<file path="src/rtl/multicycle_ctrl.sv">
// ============================================================================
// Module  : multicycle_ctrl
// Brief   : Multicycle RV64-subset control FSM with timed memory handshakes,
//           illegal-op trap and retired-instruction counter.
// Revision: 1.0 - initial release
// ============================================================================
`default_nettype none

module multicycle_ctrl #(
    parameter int MEM_TIMEOUT = 16,
    parameter int CNT_W       = 32
) (
    input  logic             clock,
    input  logic             reset,
    input  logic [6:0]       opcode,
    input  logic [2:0]       funct3,
    input  logic             funct7_5,
    input  logic             alu_zero,
    input  logic             imem_ready,
    input  logic             dmem_ready,
    output logic             pc_write,
    output logic             pc_src,
    output logic             load_ir,
    output logic [1:0]       alu_src_a,
    output logic [1:0]       alu_src_b,
    output logic [3:0]       alu_op,
    output logic             aluout_write,
    output logic             imem_req,
    output logic             dmem_rd_req,
    output logic             dmem_wr_req,
    output logic             mdr_write,
    output logic             rf_write,
    output logic [1:0]       rf_wsel,
    output logic             illegal,
    output logic [1:0]       err_code,
    output logic [CNT_W-1:0] instret
);

    localparam int c_to_w = $clog2(MEM_TIMEOUT + 1);

    localparam logic [6:0] c_OP_R      = 7'b0110011;
    localparam logic [6:0] c_OP_I      = 7'b0010011;
    localparam logic [6:0] c_OP_LOAD   = 7'b0000011;
    localparam logic [6:0] c_OP_STORE  = 7'b0100011;
    localparam logic [6:0] c_OP_BRANCH = 7'b1100011;
    localparam logic [6:0] c_OP_JAL    = 7'b1101111;
    localparam logic [6:0] c_OP_LUI    = 7'b0110111;

    typedef enum logic [3:0] {
        S_FETCH  = 4'd0,
        S_DECODE = 4'd1,
        S_EXEC_R = 4'd2,
        S_EXEC_I = 4'd3,
        S_WB_ALU = 4'd4,
        S_ADDR   = 4'd5,
        S_MEM_RD = 4'd6,
        S_WB_MEM = 4'd7,
        S_MEM_WR = 4'd8,
        S_BRANCH = 4'd9,
        S_JAL    = 4'd10,
        S_LUI    = 4'd11,
        S_RETIRE = 4'd12,
        S_TRAP   = 4'd13
    } state_t;

    state_t              r_state;
    state_t              w_next;
    logic [c_to_w-1:0]   r_cnt;
    logic [1:0]          r_err;
    logic [1:0]          w_trap_err;
    logic [CNT_W-1:0]    r_instret;
    logic                w_timeout;
    logic                w_wait_state;
    logic [3:0]          w_fn_op;
    logic                w_fn_ok;

    assign w_timeout    = (r_cnt == c_to_w'(MEM_TIMEOUT - 1));
    assign w_wait_state = (r_state == S_FETCH) || (r_state == S_MEM_RD) || (r_state == S_MEM_WR);

    // funct7_5 only selects sub for register-register add; immediates have no subi
    always_comb begin
        w_fn_op = 4'd0;
        w_fn_ok = 1'b1;
        case (funct3)
            3'b000:  w_fn_op = (funct7_5 && r_state == S_EXEC_R) ? 4'd1 : 4'd0;
            3'b111:  w_fn_op = 4'd2;
            3'b110:  w_fn_op = 4'd3;
            3'b100:  w_fn_op = 4'd4;
            3'b010:  w_fn_op = 4'd5;
            default: w_fn_ok = 1'b0;
        endcase
    end

    always_ff @(posedge clock) begin
        if (reset) begin
            r_state   <= S_FETCH;
            r_cnt     <= '0;
            r_err     <= 2'd0;
            r_instret <= '0;
        end else begin
            r_state <= w_next;
            if (w_next == S_TRAP && r_state != S_TRAP) begin
                r_err <= w_trap_err;
            end
            if (r_state == S_RETIRE) begin
                r_instret <= r_instret + CNT_W'(1);
            end
            if (w_next != r_state) begin
                r_cnt <= '0;
            end else if (w_wait_state) begin
                r_cnt <= r_cnt + c_to_w'(1);
            end
        end
    end

    // While reset is held every output is forced low, including the FETCH request
    always_comb begin
        w_next       = r_state;
        w_trap_err   = 2'd0;
        pc_write     = 1'b0;
        pc_src       = 1'b0;
        load_ir      = 1'b0;
        alu_src_a    = 2'd0;
        alu_src_b    = 2'd0;
        alu_op       = 4'd0;
        aluout_write = 1'b0;
        imem_req     = 1'b0;
        dmem_rd_req  = 1'b0;
        dmem_wr_req  = 1'b0;
        mdr_write    = 1'b0;
        rf_write     = 1'b0;
        rf_wsel      = 2'd0;
        illegal      = 1'b0;
        err_code     = 2'd0;
        instret      = '0;
        if (!reset) begin
            instret = r_instret;
            case (r_state)
                S_FETCH: begin
                    imem_req  = 1'b1;
                    alu_src_b = 2'd1;
                    load_ir   = imem_ready;
                    pc_write  = imem_ready;
                    if (imem_ready) begin
                        w_next = S_DECODE;
                    end else if (w_timeout) begin
                        w_next     = S_TRAP;
                        w_trap_err = 2'd2;
                    end
                end
                S_DECODE: begin
                    alu_src_a    = 2'd2;
                    alu_src_b    = 2'd2;
                    aluout_write = 1'b1;
                    case (opcode)
                        c_OP_R:      w_next = S_EXEC_R;
                        c_OP_I:      w_next = S_EXEC_I;
                        c_OP_LOAD:   w_next = S_ADDR;
                        c_OP_STORE:  w_next = S_ADDR;
                        c_OP_BRANCH: w_next = S_BRANCH;
                        c_OP_JAL:    w_next = S_JAL;
                        c_OP_LUI:    w_next = S_LUI;
                        default: begin
                            w_next     = S_TRAP;
                            w_trap_err = 2'd1;
                        end
                    endcase
                end
                S_EXEC_R, S_EXEC_I: begin
                    alu_src_a = 2'd1;
                    alu_src_b = (r_state == S_EXEC_I) ? 2'd2 : 2'd0;
                    if (w_fn_ok) begin
                        alu_op       = w_fn_op;
                        aluout_write = 1'b1;
                        w_next       = S_WB_ALU;
                    end else begin
                        w_next     = S_TRAP;
                        w_trap_err = 2'd1;
                    end
                end
                S_WB_ALU: begin
                    rf_write = 1'b1;
                    w_next   = S_RETIRE;
                end
                S_ADDR: begin
                    alu_src_a    = 2'd1;
                    alu_src_b    = 2'd2;
                    aluout_write = 1'b1;
                    w_next       = (opcode == c_OP_LOAD) ? S_MEM_RD : S_MEM_WR;
                end
                S_MEM_RD: begin
                    dmem_rd_req = 1'b1;
                    mdr_write   = dmem_ready;
                    if (dmem_ready) begin
                        w_next = S_WB_MEM;
                    end else if (w_timeout) begin
                        w_next     = S_TRAP;
                        w_trap_err = 2'd3;
                    end
                end
                S_WB_MEM: begin
                    rf_write = 1'b1;
                    rf_wsel  = 2'd1;
                    w_next   = S_RETIRE;
                end
                S_MEM_WR: begin
                    dmem_wr_req = 1'b1;
                    if (dmem_ready) begin
                        w_next = S_RETIRE;
                    end else if (w_timeout) begin
                        w_next     = S_TRAP;
                        w_trap_err = 2'd3;
                    end
                end
                S_BRANCH: begin
                    alu_src_a = 2'd1;
                    alu_op    = 4'd1;
                    pc_src    = 1'b1;
                    case (funct3)
                        3'b000: begin
                            pc_write = alu_zero;
                            w_next   = S_RETIRE;
                        end
                        3'b001: begin
                            pc_write = !alu_zero;
                            w_next   = S_RETIRE;
                        end
                        default: begin
                            w_next     = S_TRAP;
                            w_trap_err = 2'd1;
                        end
                    endcase
                end
                S_JAL: begin
                    rf_write = 1'b1;
                    rf_wsel  = 2'd2;
                    pc_write = 1'b1;
                    pc_src   = 1'b1;
                    w_next   = S_RETIRE;
                end
                S_LUI: begin
                    alu_src_a    = 2'd3;
                    alu_src_b    = 2'd2;
                    aluout_write = 1'b1;
                    w_next       = S_WB_ALU;
                end
                S_RETIRE: begin
                    w_next = S_FETCH;
                end
                S_TRAP: begin
                    illegal  = 1'b1;
                    err_code = r_err;
                end
                default: begin
                    w_next = S_FETCH;
                end
            endcase
        end
    end

endmodule

`default_nettype wire

</file>
<file path="config.mk">
export PLATFORM = sky130hd
export DESIGN_NAME = multicycle_ctrl
export DESIGN_NICKNAME = d
export VERILOG_FILES = /design/src/rtl/multicycle_ctrl.sv
export SDC_FILE = /design/constraint.sdc
export NUM_CORES = 1
export LEC_CHECK = 0
export CORE_AREA = 3 3 85 87
export DETAILED_ROUTE_END_ITERATION = 6
export DIE_AREA = 0 0 88 90
export GPL_TIMING_DRIVEN = 0
export MAX_ROUTING_LAYER = met4
export PLACE_DENSITY_LB_ADDON = 0.2
export SYNTH_ARGS = -nofsm -noshare
export SYNTH_HDL_FRONTEND = slang
export SYNTH_SLANG_ARGS = --single-unit
</file>
<file path="constraint.sdc">
create_clock -name clock -period 1.9 [get_ports clock]
set_input_delay 0.475 -clock clock [delete_from_list [all_inputs] [get_ports clock]]
set_output_delay 0.475 -clock clock [all_outputs]
set_load 0.05 [all_outputs]
</file>
==> Yosys cells after proc, flatten, opt, wreduce, memory -nomap -nowiden <==
Cells that the tools add are included.
{ "classes": {"addsub": 2, "mul": 0, "div": 0, "magnitude_cmp": 0, "n_eq_ne": 29, "n_shift": 0, "muxes": 56, "bitwise": 0, "n_reduce_logical": 18} }
{ "op_table": {"columns": ["op", "n"], "rows": [
  ["one-hot mux 4 bit (10 select lines)", 1],
  ["two-way mux 4 bit", 9],
  ["adder 32 x 1 -> 32 bit, second input constant", 1],
  ["two-way mux 32 bit", 1],
  ["== test 4 bit, second input constant", 7],
  ["two-way mux 1 bit", 25],
  ["one-hot mux 4 bit (6 select lines)", 1],
  ["== test 7 x 6 -> 1 bit, second input constant", 3],
  ["two-way mux 2 bit", 10],
  ["== test 4 x 3 -> 1 bit, second input constant", 4],
  ["one-hot mux 3 bit (5 select lines)", 1],
  ["== test 7 bit, second input constant", 2],
  ["one-hot mux 2 bit (3 select lines)", 2],
  ["OR reduction 2 bit", 6],
  ["one-hot mux 2 bit (5 select lines)", 1],
  ["== test 3 bit, second input constant", 3],
  ["== test 4 x 2 -> 1 bit, second input constant", 2],
  ["one-hot mux 4 bit (2 select lines)", 1],
  ["== test 7 x 2 -> 1 bit, second input constant", 1],
  ["== test 7 x 5 -> 1 bit, second input constant", 1],
  ["OR reduction 7 bit", 1],
  ["OR reduction 3 bit", 2],
  ["adder 5 x 1 -> 5 bit, second input constant", 1],
  ["== test 5 x 4 -> 1 bit, second input constant", 1],
  ["15 further kinds", 18]
]} }
{ "totals": {"reg_bits": 43, "latchBits": 0, "ram_bits": 0, "mem_bits_ro": 0, "inputBits": 16, "output_inout_bits": 54, "word_cells": 109, "n_memories": 0} }

==> Depth between registers and ports, before layout <==
{ "logic_depth": {"depth_word": 8, "ltp_mapped": 9, "depth_no_buf": 9} }

==> Worst setup path after synthesis <==
OpenSTA, ideal clock, no wires.
{ "synth_timing": {"kind": "register -> output", "start": "reg r_state[0]", "end": "out err_code[0]", "arrival_ns": 3.172, "required_time_ns": 1.425, "slack_ns": -1.747, "path_stages_with_launch": 6, "n_path_buf": 2, "cell_sequence": "dfxtp_1 > clkbuf_1 > clkbuf_1 > nand2_1 > nor4_1 > and2_1"} }
{ "synth_between": {"elab_chain_cells": 3} }
{ "synth_lines": {"columns": ["element", "line_no", "text"], "rows": [
  ["start, declared", "66", "state_t r_state;"],
  ["start signal, assigned", "101", "r_state <= w_next;"],
  ["== test 4 bit", "138", "case (r_state)"],
  ["two-way mux 2 bit", "138", null],
  ["two-way mux 2 bit", "136", "if (!reset) begin"],
  ["end, declared", "35", "output logic [1:0] err_code,"]
]} }
Every way passes these cells.

==> Worst setup path in the final report <==
{ "layout_timing": {"start": "reg r_state[0]", "end": "out alu_op[0]"} }
{ "layout_between": {"elab_chain_cells": 7} }
{ "layout_lines": {"columns": ["element", "line_no", "text"], "rows": [
  ["== test 4 x 2 -> 1 bit", "85, 138", null],
  ["logical AND 1 bit", "85", "3'b000: w_fn_op = (funct7_5 && r_state == S_EXEC_R) ? 4'd1 : 4'd0;"],
  ["two-way mux 1 bit", "85", null],
  ["one-hot mux 3 bit (5 select lines)", "84", "case (funct3)"],
  ["two-way mux 4 bit", "172", "if (w_fn_ok) begin"],
  ["one-hot mux 4 bit (2 select lines) *", "138", null],
  ["two-way mux 4 bit *", "136", null],
  ["end, declared", "26", "output logic [3:0] alu_op,"]
]} }
Mark *: on every way between the ends. The rest lies on a longest branch, timed or not.

==> results.md <==
- Outcome: finished with violations
- Violated checks: setup timing
- Die W: 88 um
- Logic pwr share: 62.5%
- Worst slew pin tran: 708 ps
- DP Wirelength: 6180 um
- # IOs: 70
- Share of post-route cells with drive strength above 1: 56.7%
- TritonRoute pass-1 iters: 4
- Final Worst Setup Slack: -282 ps
- Register area: 878 um^2
- Site Rows: 29
- Syn Nets: 410
- Worst Path Arrival: 1710 ps
- Starting DRT DRC Count: 235
- Fraction of registers with async set/reset: 0%
- Power per cell area: 850 nW/um^2
- Gate Count Post-Synth: 391
- Worst skew pair latency: 290 ps
- Crit-path slowest cell: dfxtp_2
- Grt ovf: 0
- Worst slew margin: 52.8%
- Max cap viols: 0
- Post-synth cell types: 62
- Share of the synthesized area in the top cell type: 28.9%
- Cts hold-fix bufs: 0
- CP required: 1420 ps
- Total number of vias: 3406
- Fill count: 375
- Fin nets: 526
- Critical path, cell by cell: buf_8, clkbuf_16, nor2_2, a21oi_1, or3_4, a21oi_4, buf_6
- CTS tree: built
- DR vias/cell: 5.82
- Count leader, synth: nor2_1
- Synth area leaders: dfxtp_1 (29%), nor2_1 (6.8%), nor2b_1 (6.5%)
- Multi-input gate area: 2850 um^2
- Global Route met1 Usage: 32.5%
- Die height: 90 um
- Cell-internal power: 2.45 mW
- Seq pwr share: 24.4%
- RSZ-0062 raised after global routing: true
- Deepest clock path buffer count: 2
- DRC violations left: 0
- Fin util: 81.2%
- #FFs+latches synth: 43
- Global-route wire length before repair: 16000 um
- CTS clock-pin slew for the worst setup and hold paths: 80 ps
- Sw frac: 44.7%
- Placeable Area: 6420 um^2
- Port Buffers: 67
- DR WL/cell: 18.3 um
- Vias in the first global route: 3380
- CP endpoint kind: primary output
- Largest stage delay on the critical path: 340 ps
- Final instance area: 5210 um^2
- Most used routing layer in global routing: met2
- Routed Wire Length: 10700 um
- Starting density of the core: 46.3%
- Primary FF master, synth: dfxtp_1
- Leakage Power: 2.06 nW
- H-Tree Depth: 2
- Clk network pwr share: 13.1%
- Fin crit period: 2180 ps
- Most frequent cells after synthesis: nor2_1 (54), dfxtp_1 (43), nor2b_1 (31)
- Final hold violation count: 0
- Post-synth EDFFs: 0
- Total GRT Usage: 24.9%
- Cell area after synthesis: 2980 um^2
- Mapped Avg Cell Area: 7.61 um^2
- Hold Crit Class: flip-flop to flip-flop
- Largest area contributor in the netlist: dfxtp_1
- Maximum vdd drop: 0.667 mV
- Yosys synthesis warning count: 0
- Slew Viols, Final: 0
- Met3 Use GR: 3.66%
- Crit Path Category: flip-flop to primary output
- Met2 Track Usage GR: 40.5%
- Startpoint Class: flip-flop
- Cts bufs inserted: 5
- P&R area growth vs syn: 75.2%
- Gp weighted congestion: 0.913
- Register area share after synthesis: 28.9%
- Pin count of the biggest net entering global routing: 14
- Final Skew: 9.69 ps
- Max Clk Rate: 0.458 GHz
- Setup-failing EPs final: 48
- Final ANT Viol Nets: 0
- Final period util: 115%
- Net switching power figure: 1.98 mW
- Inserted Diodes: 0
- Placed Area: 4130 um^2
- Clock Sinks: 43
- Root buffer cell: clkbuf_8
- DIE AREA: 7920 um^2
- Antenna violations before repair: 0
- Worst-path fanout max: 6
-- power by group through the flow --
stage               Clock (mW)  Combinational (mW)  Sequential, mW
finish                   0.581                2.77            1.08
global route             0.625                2.89            1.08
CTS                      0.582                2.30            1.06
detailed placement           0                1.78            1.02
global placement             0                1.77            1.01
floorplan                    0                1.39            1.01
-- worst paths after layout --
check | from | endpoint | slack [ps] | cells past startpoint
worst min-delay path | r_instret[14] | r_instret[14] | 490 | 2
worst max register to register | r_state[0] | r_cnt[4] | -230 | 8
worst min register to register | r_instret[14] | r_instret[14] | 490 | 2
worst max-delay path | r_state[0] | alu_op[0] | -280 | 7
-- kinds of logic (layout without fill, tap and decap cells) --
kind of cell | Yosys count | in the layout | share of synthesized area (%)
simple gates | 210 | 210 | 39.9
compound gates | 68 | 68 | 15.5
flops | 43 | 43 | 28.9
buf+inv | 38 | 155 | 5.97
xor+xnor | 26 | 26 | 7.65
fa+ha+maj | 3 | 3 | 1.26
mux | 2 | 2 | 0.673
other cells | 1 | 1 | 0.126
-- cell usage in the layout (no fill, tap or decap), types with 4 or more instances in the layout --
master	count
dfxtp_1	33
inv_1	11
nor4_4	7
xor2_1	9
nor2_4	14
nor3_2	7
nand3_1	14
buf_2	20
o21ai_2	4
o21ai_0	8
or3_1	9
buf_4	42
xnor2_1	15
clkbuf_2	4
nor2_1	35
clkbuf_8	5
nand2_1	19
nor3_4	15
nand4_1	4
clkdlybuf4s15_2	13
dlygate4sd2_1	5
buf_8	13
nor2b_2	27
buf_6	23
a21oi_1	14
a21oi_2	6
nor2_2	5
o21ai_1	6
dfxtp_2	8
-- what timing repair did --
item	in CTS	in global routing
setup buffers	28	17
pin swaps	41	39
hold endpoints to repair	0	0
setup endpoints to repair	83	75
gates cloned	1	0
resized for setup	384	99
-- critical path, delay by kind of cell, from the launching register on --
kind	cells	cell delay, ps
AO/OA/AOI/OAI	2	200
buffers and inverters	3	450
flip-flops	1	340
AND/OR/NAND/NOR	2	420
-- final cells by class --
cell class,count,area share [%]
well taps,77,1.85
flip-flops and latches,43,16.9
plain buffers,21,4.56
clock buffers,6,1.39
repair buffers,112,19.2
clock inverters,2,0.240
inverters,14,1.32
multi-input cells,310,54.6
-- sequential cells by signal, indices dropped and copies added, names as in the netlist --
register   cells
r_cnt          5
r_err          2
r_state        4
r_instret     32
-- per-layer routing --
metal | vias up | part of all wire [%]
met5 | - | 0
met4 | 0 | 2.0
met3 | 24 | 5.2
met2 | 119 | 50
met1 | 1659 | 43
li1 | 1604 | -
-- per-stage QoR --
stage	hold WS [ps]	power, mW	instances	worst slack, ps	TNS, ps
final	491	4.43	585	-282	-6090
after global routing	527	4.60	585	-396	-9370
after CTS	474	3.95	570	-305	-6000
after detailed placement	477	2.79	535	-1060	-42300
after global placement	467	2.79	535	-1040	-41140
after floorplan	451	2.39	391	-343	-2160
Note: power is estimated with default switching activity, not from simulation.
